--- src/rtl/traffic_phase_timer_if.sv ---
// Bundle between the traffic-light FSM (master) and its phase timer (slave).
// The FSM drives phase and the pedestrian button; the timer returns its strobe and status.
interface traffic_phase_timer_if #(
  parameter int COUNT_W = 8
);
  logic [1:0]         phase;
  logic               ped_req;
  logic               advance;
  logic [COUNT_W-1:0] remaining;
  logic               ped_pending;
  logic               walk;

  modport master (
    output phase,
    output ped_req,
    input  advance,
    input  remaining,
    input  ped_pending,
    input  walk
  );

  modport slave (
    input  phase,
    input  ped_req,
    output advance,
    output remaining,
    output ped_pending,
    output walk
  );
endinterface

--- src/rtl/traffic_phase_timer.sv ---
// Per-phase dwell timer for the traffic-light FSM: issues a one-cycle advance strobe and tracks pedestrian requests.
// Optional macro PED_SHORTEN_EN caps the green countdown while a pedestrian request is waiting.
module traffic_phase_timer #(
  parameter int COUNT_W       = 8,
  parameter int GREEN_TIME    = 8,
  parameter int YELLOW_TIME   = 3,
  parameter int RED_TIME      = 6,
  parameter int PED_GREEN_CAP = 2
) (
  input  logic                 clk,
  input  logic                 rst,
  traffic_phase_timer_if.slave tpt
);

  typedef enum logic [1:0] {
    PH_GREEN   = 2'b00,
    PH_YELLOW  = 2'b01,
    PH_RED     = 2'b10,
    PH_ILLEGAL = 2'b11
  } phase_t;

`ifdef PED_SHORTEN_EN
  localparam bit SHORTEN_EN = 1'b1;
`else
  localparam bit SHORTEN_EN = 1'b0;
`endif

  localparam logic [COUNT_W-1:0] GREEN_LOAD  = COUNT_W'(GREEN_TIME - 1);
  localparam logic [COUNT_W-1:0] YELLOW_LOAD = COUNT_W'(YELLOW_TIME - 1);
  localparam logic [COUNT_W-1:0] RED_LOAD    = COUNT_W'(RED_TIME - 1);
  localparam logic [COUNT_W-1:0] CAP_VAL     = COUNT_W'(PED_GREEN_CAP);

  phase_t             phase_in;
  phase_t             phase_q;
  logic [COUNT_W-1:0] remaining_q;
  logic [COUNT_W-1:0] load_val;
  logic               done;
  logic               advance_q;
  logic               ped_pending_q;
  logic               walk_q;
  logic               ped_sync1;
  logic               ped_sync2;
  logic               ped_sync_d;
  logic               ped_rise;

  assign phase_in = phase_t'(tpt.phase);
  assign ped_rise = ped_sync2 & ~ped_sync_d;

  // Illegal phase loads zero so a recovery strobe follows on the very next edge.
  always_comb begin
    load_val = '0;
    case (phase_in)
      PH_GREEN:  load_val = GREEN_LOAD;
      PH_YELLOW: load_val = YELLOW_LOAD;
      PH_RED:    load_val = RED_LOAD;
      default:   load_val = '0;
    endcase
  end

  always_ff @(posedge clk or posedge rst) begin
    if (rst) begin
      phase_q       <= PH_RED;
      remaining_q   <= RED_LOAD;
      done          <= 1'b0;
      advance_q     <= 1'b0;
      ped_pending_q <= 1'b0;
      walk_q        <= 1'b0;
      ped_sync1     <= 1'b0;
      ped_sync2     <= 1'b0;
      ped_sync_d    <= 1'b0;
    end else begin
      ped_sync1  <= tpt.ped_req;
      ped_sync2  <= ped_sync1;
      ped_sync_d <= ped_sync2;

      if (phase_in != phase_q) begin
        phase_q     <= phase_in;
        done        <= 1'b0;
        advance_q   <= 1'b0;
        remaining_q <= load_val;
        // Entering red serves any request, including one rising on this same edge.
        if (phase_in == PH_RED) begin
          walk_q        <= ped_pending_q | ped_rise;
          ped_pending_q <= 1'b0;
        end else begin
          ped_pending_q <= ped_pending_q | ped_rise;
          if (phase_q == PH_RED)
            walk_q <= 1'b0;
        end
      end else begin
        ped_pending_q <= ped_pending_q | ped_rise;
        if (SHORTEN_EN && (phase_q == PH_GREEN) && (ped_pending_q | ped_rise) &&
            (remaining_q > CAP_VAL)) begin
          remaining_q <= CAP_VAL;
          advance_q   <= 1'b0;
        end else if (remaining_q != '0) begin
          remaining_q <= remaining_q - COUNT_W'(1);
          advance_q   <= 1'b0;
        end else if (!done) begin
          advance_q <= 1'b1;
          done      <= 1'b1;
        end else begin
          advance_q <= 1'b0;
        end
      end
    end
  end

  assign tpt.advance     = advance_q;
  assign tpt.remaining   = remaining_q;
  assign tpt.ped_pending = ped_pending_q;
  assign tpt.walk        = walk_q;

endmodule

--- src/flat_wrapper.sv ---
// flat-port wrapper written by rule: the top's interface ports become plain ports
module traffic_phase_timer_flat 
#(
  parameter int COUNT_W       = 8,
  parameter int GREEN_TIME    = 8,
  parameter int YELLOW_TIME   = 3,
  parameter int RED_TIME      = 6,
  parameter int PED_GREEN_CAP = 2
)
  (clk, rst, tpt_phase, tpt_ped_req, tpt_advance, tpt_remaining, tpt_ped_pending, tpt_walk);
  traffic_phase_timer_if #(.COUNT_W(COUNT_W)) tpt_i ();
  input  logic clk;
  input  logic rst;
  input wire logic [$bits(tpt_i.phase)-1:0] tpt_phase;
  input wire logic [$bits(tpt_i.ped_req)-1:0] tpt_ped_req;
  output wire logic [$bits(tpt_i.advance)-1:0] tpt_advance;
  output wire logic [$bits(tpt_i.remaining)-1:0] tpt_remaining;
  output wire logic [$bits(tpt_i.ped_pending)-1:0] tpt_ped_pending;
  output wire logic [$bits(tpt_i.walk)-1:0] tpt_walk;
  assign tpt_i.phase = tpt_phase;
  assign tpt_i.ped_req = tpt_ped_req;
  assign tpt_advance = tpt_i.advance;
  assign tpt_remaining = tpt_i.remaining;
  assign tpt_ped_pending = tpt_i.ped_pending;
  assign tpt_walk = tpt_i.walk;
  traffic_phase_timer #(.COUNT_W(COUNT_W), .GREEN_TIME(GREEN_TIME), .YELLOW_TIME(YELLOW_TIME), .RED_TIME(RED_TIME), .PED_GREEN_CAP(PED_GREEN_CAP)) u_core (.clk(clk), .rst(rst), .tpt(tpt_i));
endmodule
--- config.mk ---
export PLATFORM = sky130hd
export DESIGN_NAME = traffic_phase_timer_flat
export DESIGN_NICKNAME = d
export VERILOG_FILES = /design/src/rtl/traffic_phase_timer_if.sv /design/src/rtl/traffic_phase_timer.sv /design/src/flat_wrapper.sv
export SDC_FILE = /design/constraint.sdc
export NUM_CORES = 1
export LEC_CHECK = 0
export CORE_ASPECT_RATIO = 1.1
export CORE_MARGIN = 5
export CORE_UTILIZATION = 50
export CTS_CLUSTER_DIAMETER = 30
export DETAILED_ROUTE_END_ITERATION = 7
export PLACE_DENSITY = 0.77
export SLEW_MARGIN = 20
export SYNTH_ARGS = -nofsm -noshare
export SYNTH_HDL_FRONTEND = slang
export SYNTH_SLANG_ARGS = --single-unit
--- constraint.sdc ---
create_clock -name clk -period 5.4 [get_ports clk]
set_input_delay 1.08 -clock clk [delete_from_list [all_inputs] [get_ports clk]]
set_output_delay 1.08 -clock clk [all_outputs]
set_load 0.02 [all_outputs]
==> impl_metrics.tcl, run 1 <==
set metrics [dict create \
    outcome "complete, no violations" \
    cts-root-buf "clkbuf_4" \
    synthCells 77 \
    synth-xor-area-share_pct 3.15 \
    hold_class "reg2reg" \
    setup_tns_ns 0 \
    clock_latency_ns 0.28 \
    grt_max_degree 18 \
    antennaDiodeCount 0 \
    dr.pass1.iters 2 \
    maxCapViolations 0 \
    finalCriticalPeriod_ns 2.58 \
    cp-start-kind "flip-flop" \
    p_leak_nw 0.446 \
    synth_area_um2 833 \
    dp_hpwl_um 1270 \
    cts_setup_buffers 0 \
    cpMaxStageDelayCell "clkdlybuf4s50_1" \
    setup_viol 0 \
    syn_to_final_growth_pct 23.0 \
    coreArea_mm2 0.00158 \
    postRouteWirelength_um 1660 \
    timing.fmax_ghz 0.388 \
    hold_viol_final 0 \
    clkTransAtPathRegs_ns 0.09 \
    viasPerCell 5.91 \
    fill_cells 133 \
    synth.distinct_cells 33 \
    worstMarginPinSlew_ns 0.732 \
    p_per_area_mw_per_mm2 301 \
    hold_buffers 0 \
    synth_fp_nets 84 \
    cts_tree "done" \
    fin_crit_sh_pct 47.7 \
    path_buf_inv 1 \
    cts_resized 0 \
    muxShareOfSynthArea_pct 2.40 \
    grt_remaining_overflow 0 \
    dieArea_mm2 0.00258 \
    worstPathRequired_ns 4.32 \
    synth-seq-cells 17 \
    finalMaxSlewViolations 0 \
    numCtsBuffers 3 \
    grt_setup_unrepaired "false" \
    postLayoutCoreUtil_pct 65.0 \
    fin_nets 102 \
    largest_register_ffs 8 \
    grt_pass1_vias 659 \
    die_h_um 52.8 \
    final_layout_size_suffix_gt1_share_pct 13.8 \
    drtAntennaViolNets 0 \
    slew_headroom_pct 50.8 \
    grt_pass1_wl_um 2900 \
    yosysSeqAreaShare_pct 51.5 \
    drc_errors 0 \
    cp_data_arrival_time_ns 1.50 \
    crit_path_max_incr_delay_ns 0.62 \
    synth-warning-count 0 \
    skew_ns 0.00238 \
    antenna_found_initial 0 \
    synthSimpleGateAreaFrac_pct 17.7 \
    synth_fa_ha_area_share_pct 3.00 \
    drt_iter0_markers 6 \
    htreeDepth 1 \
    fp.dieW_um 48.9 \
    cp_max_fo 6 \
    ioPinCount 16 \
    path_class "reg2out" \
    max-vdd-ir-drop_mv 0.197 \
    end_kind "output port" \
    routabilityCongestion 0.819 \
    io_buffers 15 \
    grt_usage_pct 14.4 \
    vias 656 \
    synth-compound-area-share_pct 18.2 \
    avgSynthCellArea_um2 10.8 \
    cp_cell_sequence "clkdlybuf4s50_1" \
    crit_family "buffers and inverters" \
    avgRoutedWirePerCell_um 14.9 \
    clk_path_buf_depth 2 \
    initial_core_util_pct 52.9 \
    numClockSinks 17 \
    synth_top_family_by_area "compound AO/OA/AOI/OAI gates" \
    row_count 15 \
]
==> stage by stage <==
step / area, um^2 / instances / hold slack (ns) / power (W) / setup WS, ns
5_1_grt: 1020 / 111 / 0.392 / 0.000331 / 2.76
3_5_place_dp: 997 / 107 / 0.341 / 0.000247 / 2.61
3_3_place_gp: 997 / 107 / 0.336 / 0.000244 / 2.71
2_1_floorplan: 833 / 77 / 0.331 / 0.000213 / 3.37
6_report: 1020 / 111 / 0.360 / 0.000309 / 2.82
4_1_cts: 1020 / 111 / 0.365 / 0.000314 / 2.81
==> worst paths after layout <==
kind,from,to,slack [ns],depth (start not counted)
max,u_core.tpt.remaining[2],tpt_remaining[2],2.82,1
min,u_core.ped_sync1,u_core.ped_sync2,0.36,0
max reg2reg,u_core.tpt.remaining[0],u_core.tpt.remaining[4],3.50,5
min reg2reg,u_core.ped_sync1,u_core.ped_sync2,0.36,0
max in group asynchronous,rst,u_core.tpt.remaining[1],3.83,2
min in group asynchronous,rst,u_core.ped_sync_d,1.17,2
==> metal layers <==
| metal | GRT usage [%] | vias to the layer above | routed length [um] | share of wire [%] |
|---|---|---|---|---|
| met5 | 0 | - | 0 | 0 |
| met4 | 6.28 | 0 | 15 | 0.91 |
| met3 | 1.71 | 2 | 68 | 4.1 |
| met2 | 25.9 | 12 | 879 | 53 |
| met1 | 17.1 | 322 | 693 | 42 |
| li1 | - | 320 | - | - |
==> logic make-up (layout without fill, tap and decap cells) <==
family	after synthesis	in the layout
simple gates	23	23
compound gates	21	21
flops	17	17
buf+inv	9	26
xor+xnor	3	3
fa+ha+maj	2	2
mux	2	2
==> cell usage in the layout, fill, tap and decap left out, types with 2 or more instances in the layout <==
cell type and n:
mux2i_1 2, xnor2_1 2, clkbuf_4 3, nand3_1 5, clkdlybuf4s50_1 15, dfstp_2 3, inv_1 7, nand3b_1 2
nor2_1 2, or3_1 2, o21ai_1 2, dfrtp_1 14, a41o_1 3, a21oi_1 6, nand2b_1 2, nand2_1 3
ha_1 2, o21ai_0 2
==> power breakdown <==
part / internal [W] / switching, W
Sequential: 0.000140 / 0.0000113
Combinational: 0.0000420 / 0.0000513
Clock: 0.0000275 / 0.0000368
==> cell usage after synthesis <==
| master | n | area (um^2) |
|---|---|---|
| a2111o_1 | 1 | 11.3 |
| a2111oi_0 | 1 | 8.76 |
| a211o_1 | 1 | 8.76 |
| a211oi_1 | 1 | 7.51 |
| a211oi_2 | 1 | 12.5 |
| a21oi_1 | 6 | 30.0 |
| a221oi_1 | 1 | 8.76 |
| a31oi_1 | 1 | 6.26 |
| a41o_1 | 3 | 30.0 |
| clkbuf_1 | 2 | 7.51 |
| dfrtp_1 | 14 | 350 |
| dfstp_2 | 3 | 78.8 |
| ha_1 | 2 | 25.0 |
| inv_1 | 7 | 26.3 |
| mux2i_1 | 2 | 20.0 |
| nand2_1 | 3 | 11.3 |
| nand2b_1 | 2 | 12.5 |
| nand3_1 | 5 | 25.0 |
| nand3b_1 | 2 | 15.0 |
| nor2_1 | 2 | 7.51 |
| nor3_1 | 1 | 5.00 |
| nor3b_2 | 1 | 12.5 |
| nor4_2 | 1 | 12.5 |
| o21ai_0 | 2 | 10.0 |
| o21ai_1 | 2 | 10.0 |
| o31ai_1 | 1 | 7.51 |
| or2_2 | 1 | 6.26 |
| or3_1 | 2 | 12.5 |
| or3b_2 | 1 | 8.76 |
| or4_1 | 1 | 7.51 |
| or4_4 | 1 | 11.3 |
| xnor2_1 | 2 | 17.5 |
| xor2_1 | 1 | 8.76 |
==> final cells by class <==
cell class / instances / area, um^2 / share of cell area [%]
repair buffers: 15 / 150 / 14.7
clock inverters: 1 / 5.00 / 0.488
inverters: 7 / 26.3 / 2.56
multi-input cells: 51 / 370 / 36.1
clock buffers: 3 / 22.5 / 2.20
flip-flops and latches: 17 / 429 / 41.9
well taps: 17 / 21.3 / 2.08
Power figures use the tool's default switching activity.
==> inputs of run 2 (changes only) <==
--- a/config.mk
+++ b/config.mk
@@ -7,10 +7,10 @@
 export LEC_CHECK = 0
 export CORE_ASPECT_RATIO = 1.1
 export CORE_MARGIN = 5
-export CORE_UTILIZATION = 50
+export CORE_UTILIZATION = 49
 export CTS_CLUSTER_DIAMETER = 30
 export DETAILED_ROUTE_END_ITERATION = 7
-export PLACE_DENSITY = 0.77
+export PLACE_DENSITY = 0.76
 export SLEW_MARGIN = 20
 export SYNTH_ARGS = -nofsm -noshare
 export SYNTH_HDL_FRONTEND = slang
==> constraint.sdc (replaced) <==
create_clock -name clk -period 2.4 [get_ports clk]
set_input_delay 0.48 -clock clk [delete_from_list [all_inputs] [get_ports clk]]
set_output_delay 0.48 -clock clk [all_outputs]
set_load 0.02 [all_outputs]
==> impl_metrics.tcl, run 2 (same netlist as run 1, synthesis figures left out) <==
set metrics [dict create \
    die_h_um 53.3 \
    drc_errors 0 \
    timing.fmax_ghz 0.503 \
    final_area_mm2 0.00103 \
    p_per_area_mw_per_mm2 682 \
    grt_pass1_wl_um 2820 \
    dr.pass1.iters 4 \
    crit_path_max_incr_delay_ns 0.62 \
    numClockSinks 17 \
    numCtsBuffers 3 \
    fill_cells 122 \
    p_sw_w 0.000231 \
    cp-start-kind "flip-flop" \
    antennaDiodeCount 0 \
    vias 687 \
    postRouteWirelength_um 1650 \
    slew_headroom_pct 53.0 \
    sequentialPowerShare_pct 48.3 \
    grt_setup_unrepaired "false" \
    cp-startpoint "u_core.tpt.remaining[2]" \
    intPower_w 0.000473 \
    max-vdd-ir-drop_mv 0.368 \
    path_class "reg2out" \
    cpMaxStageDelayCell "clkdlybuf4s50_1" \
    setup_tns_ns 0 \
    outcome "complete, no violations" \
    worstMarginPinSlew_ns 0.699 \
    reg2reg_from "u_core.tpt.remaining[0]" \
    p_clk_share_pct 21.7 \
    p_leak_nw 0.451 \
    whs_ns 0.362 \
    viasPerCell 6.13 \
    worst_r2r_path_depth 5 \
    dp_hpwl_um 1260 \
    hold_start "u_core.ped_sync1" \
    cp_max_fo 6 \
    largest_register_ffs 8 \
    finalMaxSlewViolations 0 \
    cts_tree "done" \
    skew_ns 0.00221 \
    placed_cell_area_mm2 0.00100 \
    hold_viol_final 0 \
    routabilityCongestion 0.784 \
    drtAntennaViolNets 0 \
    setup_viol 0 \
    fp.dieW_um 49.3 \
    dieArea_mm2 0.00263 \
    p_total_w 0.000704 \
    path_buf_inv 1 \
    drt_iter0_markers 13 \
    fin_nets 103 \
    grt_max_degree 18 \
    clock_latency_ns 0.29 \
    hold_buffers 0 \
    coreArea_mm2 0.00160 \
    ioPinCount 16 \
    cts-root-buf "clkbuf_4" \
    min_path_cells 0 \
    initial_core_util_pct 52.2 \
    final_layout_size_suffix_gt1_share_pct 14.7 \
    cts_resized 0 \
    final_common_cell "clkdlybuf4s50_1" \
    hold_path_end "u_core.ped_sync2" \
    crit_family "buffers and inverters" \
    cp_cell_sequence "clkdlybuf4s50_1" \
    antenna_found_initial 0 \
    final_cell_mix "clkdlybuf4s50_1, dfrtp_1, inv_1, a21oi_1, nand3_1" \
    r2r-end "u_core.tpt.remaining[4]" \
    clk_path_buf_depth 2 \
    maxCapViolations 0 \
    grt_usage_pct 14.2 \
    cp_data_arrival_time_ns 1.51 \
    finalCriticalPeriod_ns 1.99 \
    grt_pass1_vias 668 \
    clkTransAtPathRegs_ns 0.10 \
    htreeDepth 1 \
    hold_class "reg2reg" \
    p_comb_share_pct 30.0 \
    grt_remaining_overflow 0 \
    avgRoutedWirePerCell_um 14.7 \
    fin_crit_sh_pct 82.8 \
    cts_setup_buffers 0 \
    timing.reg2reg.setup_slack_ns 0.44 \
    worstPathRequired_ns 1.92 \
    row_count 15 \
    io_buffers 15 \
    syn_to_final_growth_pct 23.9 \
    p_sw_share_pct 32.8 \
    postLayoutCoreUtil_pct 64.7 \
    end_kind "output port" \
]
[run 2: area by class of cell]
| class | count | area, um^2 | share of cell area [%] |
|---|---|---|---|
| flip-flops and latches | 17 | 429 | 41.6 |
| multi-input cells | 51 | 370 | 35.9 |
| repair buffers | 16 | 158 | 15.3 |
| inverters | 7 | 26.3 | 2.55 |
| clock buffers | 3 | 22.5 | 2.18 |
| well taps | 17 | 21.3 | 2.06 |
| clock inverters | 1 | 5.00 | 0.485 |
[run 2: worst register-to-register path, cell delays in order, from the launching register on]
cell and delay, ns:
dfstp_2 0.56, inv_1 0.07, ha_1 0.20, nor3b_2 0.21, a2111oi_0 0.61, mux2i_1 0.24
[run 2: how the worst max path moves through the flow]
stage,to,slack (ns),cells past startpoint
2_1_floorplan,u_core.tpt.remaining[4],0.56,5
3_3_place_gp,u_core.tpt.remaining[6],0.29,4
3_5_place_dp,u_core.tpt.remaining[6],0.17,4
4_1_cts,tpt_remaining[2],0.40,1
5_1_grt,u_core.tpt.remaining[6],0.34,4
6_report,tpt_remaining[2],0.41,1
[run 2: through the flow]
step	cells	setup WS, ns
after floorplan	77	0.559
after global placement	108	0.290
after detailed placement	108	0.165
after CTS	112	0.401
after global routing	112	0.338
final	112	0.414
[run 2: layer usage]
metal	wire length (um)	GRT usage (%)	up-vias
met5	0	0	-
met4	48	9.42	0
met3	71	1.97	5
met2	821	24.9	20
met1	708	15.9	341
li1	-	-	321
[run 2: power groups by stage]
stage,clock (W),combinational (W),sequential (W)
6_report,0.000153,0.000211,0.000340
5_1_grt,0.000175,0.000232,0.000344
4_1_cts,0.000162,0.000213,0.000340
3_5_place_dp,0,0.000212,0.000345
3_3_place_gp,0,0.000209,0.000344
2_1_floorplan,0,0.000115,0.000365
